[src/rtl/feature_map_buffer_pkg.sv]
`default_nettype none
// ============================================================================
//  Module      : fm_pkg
//  Description : Shared types and helpers for the feature map buffer:
//                capture/drain state encoding, depth and address-width
//                helpers, and the per-word ReLU clamp.
//  Revision    : 1.0  initial release
// ============================================================================
package fm_pkg;

    // Widest channel word the ReLU helper handles.
    localparam int c_MAX_WORD_W = 64;

    // Single buffer: the map is either being captured or being drained.
    typedef enum logic [0:0] {
        FILL  = 1'b0,
        DRAIN = 1'b1
    } fm_state_t;

    // Number of pixels in one OUT_SIZE x OUT_SIZE map.
    function automatic int fm_depth(input int out_size);
        return out_size * out_size;
    endfunction

    // Pointer width; a one-entry map still needs a 1-bit address.
    function automatic int fm_addr_w(input int depth);
        return (depth > 1) ? $clog2(depth) : 1;
    endfunction

    // Clamp a negative two's-complement word of the given width to zero.
    // The word arrives zero-extended; only bit [width-1] is the sign.
    function automatic logic [c_MAX_WORD_W-1:0] relu_word(
        input logic [c_MAX_WORD_W-1:0] word,
        input int                      width,
        input bit                      enable
    );
        if (enable && word[width-1]) begin
            return '0;
        end
        return word;
    endfunction

endpackage : fm_pkg
`default_nettype wire

[src/rtl/feature_map_buffer_if.sv]
`default_nettype none
// ============================================================================
//  Module      : feature_map_buffer_if
//  Description : Capture stream and drain port of the feature map buffer.
//                master : conv layer / downstream reader side
//                slave  : the buffer itself
//  Signals     : clk_en, in_data, in_valid  -> capture stream
//                rd_en                      -> drain request
//                frame_ready, rd_data, rd_valid, rd_last, overflow <- status
//  Revision    : 1.0  initial release
// ============================================================================
interface feature_map_buffer_if #(
    parameter int Q_WIDTH    = 16,
    parameter int Q_CHANNELS = 4
);
    localparam int c_PIX_W = Q_WIDTH * Q_CHANNELS;

    logic               clk_en;
    logic [c_PIX_W-1:0] in_data;
    logic               in_valid;
    logic               frame_ready;
    logic               rd_en;
    logic [c_PIX_W-1:0] rd_data;
    logic               rd_valid;
    logic               rd_last;
    logic               overflow;

    modport master (
        output clk_en, in_data, in_valid, rd_en,
        input  frame_ready, rd_data, rd_valid, rd_last, overflow
    );

    modport slave (
        input  clk_en, in_data, in_valid, rd_en,
        output frame_ready, rd_data, rd_valid, rd_last, overflow
    );

endinterface : feature_map_buffer_if
`default_nettype wire

[src/rtl/feature_map_buffer_ram.sv]
`default_nettype none
// ============================================================================
//  Module      : fm_ram
//  Description : Simple dual-port RAM, one write port and one registered
//                read port (1-cycle latency). The read register only loads
//                on rd_en, so it holds its last value otherwise; rst clears
//                just that register, never the array.
//  Ports       : clk, rst                 clock / sync reset of read register
//                wr_en, wr_addr, wr_data  write port
//                rd_en, rd_addr, rd_data  registered read port
//  Revision    : 1.0  initial release
// ============================================================================
module fm_ram #(
    parameter int WIDTH  = 64,
    parameter int DEPTH  = 36,
    parameter int ADDR_W = 6
) (
    input  wire logic              clk,
    input  wire logic              rst,
    input  wire logic              wr_en,
    input  wire logic [ADDR_W-1:0] wr_addr,
    input  wire logic [WIDTH-1:0]  wr_data,
    input  wire logic              rd_en,
    input  wire logic [ADDR_W-1:0] rd_addr,
    output logic      [WIDTH-1:0]  rd_data
);

    logic [WIDTH-1:0] r_mem [DEPTH];
    logic [WIDTH-1:0] r_rd_data;

    always_ff @(posedge clk) begin
        if (wr_en) begin
            r_mem[wr_addr] <= wr_data;
        end
    end

    always_ff @(posedge clk) begin
        if (rst) begin
            r_rd_data <= '0;
        end else if (rd_en) begin
            r_rd_data <= r_mem[rd_addr];
        end
    end

    assign rd_data = r_rd_data;

endmodule : fm_ram
`default_nettype wire

[src/rtl/feature_map_buffer.sv]
`default_nettype none
// ============================================================================
//  Module      : feature_map_buffer
//  Description : Captures one OUT_SIZE x OUT_SIZE output feature map from a
//                conv layer (optional ReLU on write), then lets a downstream
//                stage drain it in raster order through a 1-cycle read port.
//  Ports       : clk, rst  clock and synchronous active-high reset
//                bus       feature_map_buffer_if.slave (capture + drain)
//  Revision    : 1.0  initial release
// ============================================================================
module feature_map_buffer #(
    parameter int Q_WIDTH    = 16,
    parameter int Q_CHANNELS = 4,
    parameter int OUT_SIZE   = 6,
    parameter int RELU       = 0
) (
    input  wire logic           clk,
    input  wire logic           rst,
    feature_map_buffer_if.slave bus
);

    import fm_pkg::*;

    localparam int c_PIX_W  = Q_WIDTH * Q_CHANNELS;
    localparam int c_DEPTH  = fm_depth(OUT_SIZE);
    localparam int c_ADDR_W = fm_addr_w(c_DEPTH);

    localparam logic [c_ADDR_W-1:0] c_LAST_ADDR = c_ADDR_W'(c_DEPTH - 1);
    localparam logic [c_ADDR_W-1:0] c_ADDR_ONE  = c_ADDR_W'(1);

    fm_state_t           r_state;
    logic [c_ADDR_W-1:0] r_wr_ptr;
    logic [c_ADDR_W-1:0] r_rd_ptr;
    logic                r_rd_valid;
    logic                r_rd_last;
    logic                r_overflow;

    logic                w_in_fire;
    logic                w_accept;
    logic                w_drop;
    logic                w_rd_fire;
    logic [c_PIX_W-1:0]  w_wr_data;
    logic [c_PIX_W-1:0]  w_ram_rd_data;

    // A pixel offered while draining is dropped and flagged; this includes
    // the cycle of the final read, since the state only flips after it.
    assign w_in_fire = bus.clk_en & bus.in_valid;
    assign w_accept  = w_in_fire & (r_state == FILL);
    assign w_drop    = w_in_fire & (r_state == DRAIN);
    // Reads are not qualified by clk_en: the reader runs independently.
    assign w_rd_fire = bus.rd_en & (r_state == DRAIN);

    // Per-channel ReLU on the write path; no width change.
    for (genvar k = 0; k < Q_CHANNELS; k++) begin : g_relu
        logic [c_MAX_WORD_W-1:0] w_word_ext;
        assign w_word_ext = c_MAX_WORD_W'(bus.in_data[Q_WIDTH*k +: Q_WIDTH]);
        assign w_wr_data[Q_WIDTH*k +: Q_WIDTH] =
            Q_WIDTH'(relu_word(w_word_ext, Q_WIDTH, RELU != 0));
    end

    fm_ram #(
        .WIDTH  (c_PIX_W),
        .DEPTH  (c_DEPTH),
        .ADDR_W (c_ADDR_W)
    ) u_ram (
        .clk     (clk),
        .rst     (rst),
        .wr_en   (w_accept & ~rst),
        .wr_addr (r_wr_ptr),
        .wr_data (w_wr_data),
        .rd_en   (w_rd_fire),
        .rd_addr (r_rd_ptr),
        .rd_data (w_ram_rd_data)
    );

    // Capture/drain FSM with pointers and registered read status.
    always_ff @(posedge clk) begin
        if (rst) begin
            r_state    <= FILL;
            r_wr_ptr   <= '0;
            r_rd_ptr   <= '0;
            r_rd_valid <= 1'b0;
            r_rd_last  <= 1'b0;
            r_overflow <= 1'b0;
        end else begin
            r_rd_valid <= w_rd_fire;
            r_rd_last  <= w_rd_fire && (r_rd_ptr == c_LAST_ADDR);
            if (w_drop) begin
                r_overflow <= 1'b1;
            end
            case (r_state)
                FILL: begin
                    if (w_accept) begin
                        if (r_wr_ptr == c_LAST_ADDR) begin
                            r_state  <= DRAIN;
                            r_wr_ptr <= '0;
                        end else begin
                            r_wr_ptr <= r_wr_ptr + c_ADDR_ONE;
                        end
                    end
                end
                DRAIN: begin
                    if (w_rd_fire) begin
                        if (r_rd_ptr == c_LAST_ADDR) begin
                            r_state  <= FILL;
                            r_rd_ptr <= '0;
                        end else begin
                            r_rd_ptr <= r_rd_ptr + c_ADDR_ONE;
                        end
                    end
                end
                default: begin
                    r_state <= FILL;
                end
            endcase
        end
    end

    assign bus.frame_ready = (r_state == DRAIN);
    assign bus.rd_data     = w_ram_rd_data;
    assign bus.rd_valid    = r_rd_valid;
    assign bus.rd_last     = r_rd_last;
    assign bus.overflow    = r_overflow;

endmodule : feature_map_buffer
`default_nettype wire

[src/flat_wrapper.sv]
// flat-port wrapper written by rule: the top's interface ports become plain ports
module feature_map_buffer_flat import fm_pkg::*;
#(
    parameter int Q_WIDTH    = 16,
    parameter int Q_CHANNELS = 4,
    parameter int OUT_SIZE   = 6,
    parameter int RELU       = 0
)
  (clk, rst, bus_clk_en, bus_in_data, bus_in_valid, bus_rd_en, bus_frame_ready, bus_rd_data, bus_rd_valid, bus_rd_last, bus_overflow);
  feature_map_buffer_if #(.Q_WIDTH(Q_WIDTH), .Q_CHANNELS(Q_CHANNELS)) bus_i ();
  input  wire logic clk;
  input  wire logic rst;
  input wire logic [$bits(bus_i.clk_en)-1:0] bus_clk_en;
  input wire logic [$bits(bus_i.in_data)-1:0] bus_in_data;
  input wire logic [$bits(bus_i.in_valid)-1:0] bus_in_valid;
  input wire logic [$bits(bus_i.rd_en)-1:0] bus_rd_en;
  output wire logic [$bits(bus_i.frame_ready)-1:0] bus_frame_ready;
  output wire logic [$bits(bus_i.rd_data)-1:0] bus_rd_data;
  output wire logic [$bits(bus_i.rd_valid)-1:0] bus_rd_valid;
  output wire logic [$bits(bus_i.rd_last)-1:0] bus_rd_last;
  output wire logic [$bits(bus_i.overflow)-1:0] bus_overflow;
  assign bus_i.clk_en = bus_clk_en;
  assign bus_i.in_data = bus_in_data;
  assign bus_i.in_valid = bus_in_valid;
  assign bus_i.rd_en = bus_rd_en;
  assign bus_frame_ready = bus_i.frame_ready;
  assign bus_rd_data = bus_i.rd_data;
  assign bus_rd_valid = bus_i.rd_valid;
  assign bus_rd_last = bus_i.rd_last;
  assign bus_overflow = bus_i.overflow;
  feature_map_buffer #(.Q_WIDTH(Q_WIDTH), .Q_CHANNELS(Q_CHANNELS), .OUT_SIZE(OUT_SIZE), .RELU(RELU)) u_core (.clk(clk), .rst(rst), .bus(bus_i));
endmodule
[config.mk]
export PLATFORM = sky130hd
export DESIGN_NAME = feature_map_buffer_flat
export DESIGN_NICKNAME = d
export VERILOG_FILES = /design/src/rtl/feature_map_buffer_pkg.sv /design/src/rtl/feature_map_buffer_if.sv /design/src/rtl/feature_map_buffer_ram.sv /design/src/rtl/feature_map_buffer.sv /design/src/flat_wrapper.sv
export SDC_FILE = /design/constraint.sdc
export NUM_CORES = 2
export LEC_CHECK = 0
export ABC_AREA = 1
export CELL_PAD_IN_SITES_DETAIL_PLACEMENT = 1
export CELL_PAD_IN_SITES_GLOBAL_PLACEMENT = 1
export CORE_MARGIN = 10
export CORE_UTILIZATION = 35
export CTS_BUF_LIST = sky130_fd_sc_hd__clkbuf_4 sky130_fd_sc_hd__clkbuf_8
export DETAILED_ROUTE_END_ITERATION = 6
export PLACE_DENSITY = 0.56
export SLEW_MARGIN = 20
export SYNTH_ARGS = -nofsm -noshare
export SYNTH_HDL_FRONTEND = slang
export SYNTH_SLANG_ARGS = --single-unit
[constraint.sdc]
create_clock -name clk -period 31 [get_ports clk]
set_clock_uncertainty 0.1 [all_clocks]
set_input_delay 9.3 -clock clk [delete_from_list [all_inputs] [get_ports clk]]
set_output_delay 9.3 -clock clk [all_outputs]
set_load 0.05 [all_outputs]
==> impl_metrics.yaml <==
sta:
  rsz0062_at_grt: "no"
  finalSetupViolations: 0
  fin_ws_ps: 18210
  worst_slew_pin_slew_ps: 1150
  setup_tns_ps: 0
  period_needed_ps: 12790
  finalHoldViolCount: 0
  max_freq_mhz: 78.2
  relSlewSlack: 0.232
  drv_slew: 0
  finalCritPeriodShare: 0.412
yosys:
  synth_warnings: 0
  syn_area_per_cell_um2: 11.3
  yosysUniqueCellTypes: 31
  synth_area_um2: 97300
  postSynthCellCount: 8646
  synth_seq_area_share: 0.728
  syn_nets: 8717
  ys_ff_latch: 2384
clocking:
  post_cts_buffers: 0
  clkSinkCount: 2384
  clock_path_buffers: 4
  clkLatencyLatePin_ps: 1100
  cts_root_buffer: "clkbuf_8"
  cts_buffers: 421
  post_cts_resized: 0
  clk_pin_slew_ps: 60
  hold_buffers: 0
  cts_tree: "yes"
  h-tree-depth: 5
final_layout:
  final_util: 0.400
  layoutNonFillerInstCount: 12900
  drive_gt1_frac: 0.105
  area_delta_synth_final_pct: 13.8
  postLayoutCellArea_um2: 111000
  num-nets-final: 8955
critical_path:
  cp-end-kind: "flip-flop"
  cp_num_buf_inv: 3
  slowest_delay_ps: 880
  cp-start-kind: "input pin"
  crit_slowest_cell: "nor2_4"
  path_delay_family: "simple AND/OR/NAND/NOR gates"
  required_ps: 31580
  cp_cell_sequence: "clkdlybuf4s50_1 > nand3_1 > nor2_1 > nand4_1 > nor2_4 > buf_4 > buf_4"
  critPathArrivalTime_ps: 13360
  cp_max_fo: 25
  critPathKind: "in2reg"
  cpMostUsedCell: "buf_4"
global_route:
  grt-ovfl-total: 0
  grt_pass1_wl_um: 490000
  antenna_found_initial: 14
  grt.total_usage: 0.219
  grt_pass1_vias: 69200
  grt_max_degree: 149
floorplanning:
  die_x_um: 547
  die_y_um: 547
  die_area_um2: 299000
  num_rows: 193
  fp.coreArea_um2: 276000
  ioPinCount: 137
  initial_core_util: 0.352
drt:
  via_count: 65600
  vias_per_cell: 5.07
  routed_wl_um: 338000
  postRouteAntennaNets: 0
  drt_iter0_drc: 4876
  drc: 0
  routedWlPerCell_um: 26.1
  first_pass_iters: 6
power:
  peakVddDrop_mv: 0.0342
  p_seq_frac: 0.544
  internal-power_uw: 5070
  powerDensity_nw_per_um2: 58.7
  swShare: 0.220
  p_leak_uw: 0.0410
  combPwrFrac: 0.014
  p_sw_uw: 1430
  pwr-share-clk: 0.442
place:
  placed_cell_area_um2: 103000
  routabilityCongestion: 0.795
  preCtsSetupSlack_ps: 17150
  hpwl_um: 191000
  placed_cells: 12200
  numPortBuffers: 136
run:
  max-cap-violations: 0
outcome:
  status: "completed"
worst_hold_path:
  hp-class: "reg2reg"
-- area by class of cell --
class	instances	area [µm²]
Inverter	549	2100
Tap cell	3705	4640
Clock buffer	598	7200
Antenna cell	10	25.0
Sequential cell	2384	70800
Multi-Input combinational cell	5216	22300
Timing Repair Buffer	312	2710
Fill cell	30000	166000
Clock inverter	156	918
-- power groups by stage --
stage / sequential, µW / combinational, µW / clock [µW]
4_1_cts: 3540 / 91.2 / 2940
6_report: 3540 / 88.5 / 2870
3_3_place_gp: 3600 / 88.5 / 0
3_5_place_dp: 3600 / 91.3 / 0
5_1_grt: 3540 / 95.6 / 3080
2_1_floorplan: 3610 / 11.1 / 0
-- kinds of logic after synthesis --
logic type,after synthesis,share of synthesized area
adder cells (fa/ha/maj),2,0.000257
XOR/XNOR,5,0.000450
AO/OA/AOI/OAI,1015,0.0547
flip-flops,2384,0.728
buffers and inverters,1046,0.0460
AND/OR/NAND/NOR,4194,0.171
-- cell usage in the layout (no fill, tap or decap), types with 3 or more instances in the layout --
master	instances
o22ai_1	50
nor3_2	4
dfxtp_1	75
inv_1	540
nor2_4	33
nand2_1	2463
a31oi_1	9
buf_4	164
buf_2	31
clkinv_8	6
bufinv_16	3
xor2_1	5
buf_12	8
a21oi_1	158
nand4_1	3
diode_2	10
clkinvlp_4	4
clkbuf_8	434
o21ai_1	187
o21ai_0	546
clkinv_1	97
edfxtp_1	2304
buf_16	4
clkdlybuf4s50_1	104
clkinv_2	31
dfxtp_4	4
inv_8	10
inv_6	8
nor2_1	1033
nor3_1	7
or2_2	46
clkbuf_4	164
o211ai_1	64
nand3_1	597
-- cells in the mapped netlist, drive strengths merged --
library cell  count  share of area
nand2          2465          0.095
o22ai            50         0.0032
nand4             3        0.00019
o21ai           733          0.038
nor4              3        0.00026
xor2              5        0.00045
a31oi             9        0.00058
nor3             11        0.00057
nor2           1067          0.041
a21oi           158         0.0081
a2111oi           1       0.000090
dfxtp            80          0.016
buf             273          0.016
ha                2        0.00026
and3              2        0.00013
clkinv            1       0.000039
nand3           597          0.031
inv             548          0.021
clkbuf          224         0.0087
edfxtp         2304           0.71
or2              46         0.0030
o211ai           64         0.0049
-- final timing paths --
path                                               from  depth (start not counted)                                    end  slack (ps)
hold / removal    u_core.u_ram.rd_data[13]$_SDFFE_PP0N_                          2  u_core.u_ram.rd_data[13]$_SDFFE_PP0N_         360
setup / recovery                           bus_in_valid                          7     u_core.u_ram.r_mem[9][2]$_DFFE_PP_       18210
hold reg to reg   u_core.u_ram.rd_data[13]$_SDFFE_PP0N_                          2  u_core.u_ram.rd_data[13]$_SDFFE_PP0N_         360
setup reg to reg        u_core.r_rd_ptr[0]$_SDFFE_PP0P_                         15   u_core.u_ram.rd_data[1]$_SDFFE_PP0N_       25130
-- metrics by stage --
step	total power [µW]	hold slack (ps)
floorplan	3620	405
global placement	3690	337
detailed placement	3700	357
CTS	6570	365
global route	6720	386
finish	6500	363
-- tightest hold or removal path: cells and delay by family, from the launching register on --
family          cells  cell delay [ps]
flops               1              300
simple gates        1               60
compound gates      1               50
-- registers in the layout (all words and copies together) (netlist names) --
name	count
u_core.u_ram.rd_data	64
u_core.bus.frame_ready	1
u_core.r_rd_ptr	6
u_core.r_wr_ptr	6
u_core.bus.rd_valid	1
u_core.bus.rd_last	1
u_core.bus.overflow	1
u_core.u_ram.r_mem	2304
-- routing by layer --
metal,global-route usage,part of all wire
met5,0,0.000035
met4,0.0804,0.040
met3,0.0264,0.039
met2,0.383,0.49
met1,0.279,0.43
Note: power is estimated with default switching activity, not from simulation.
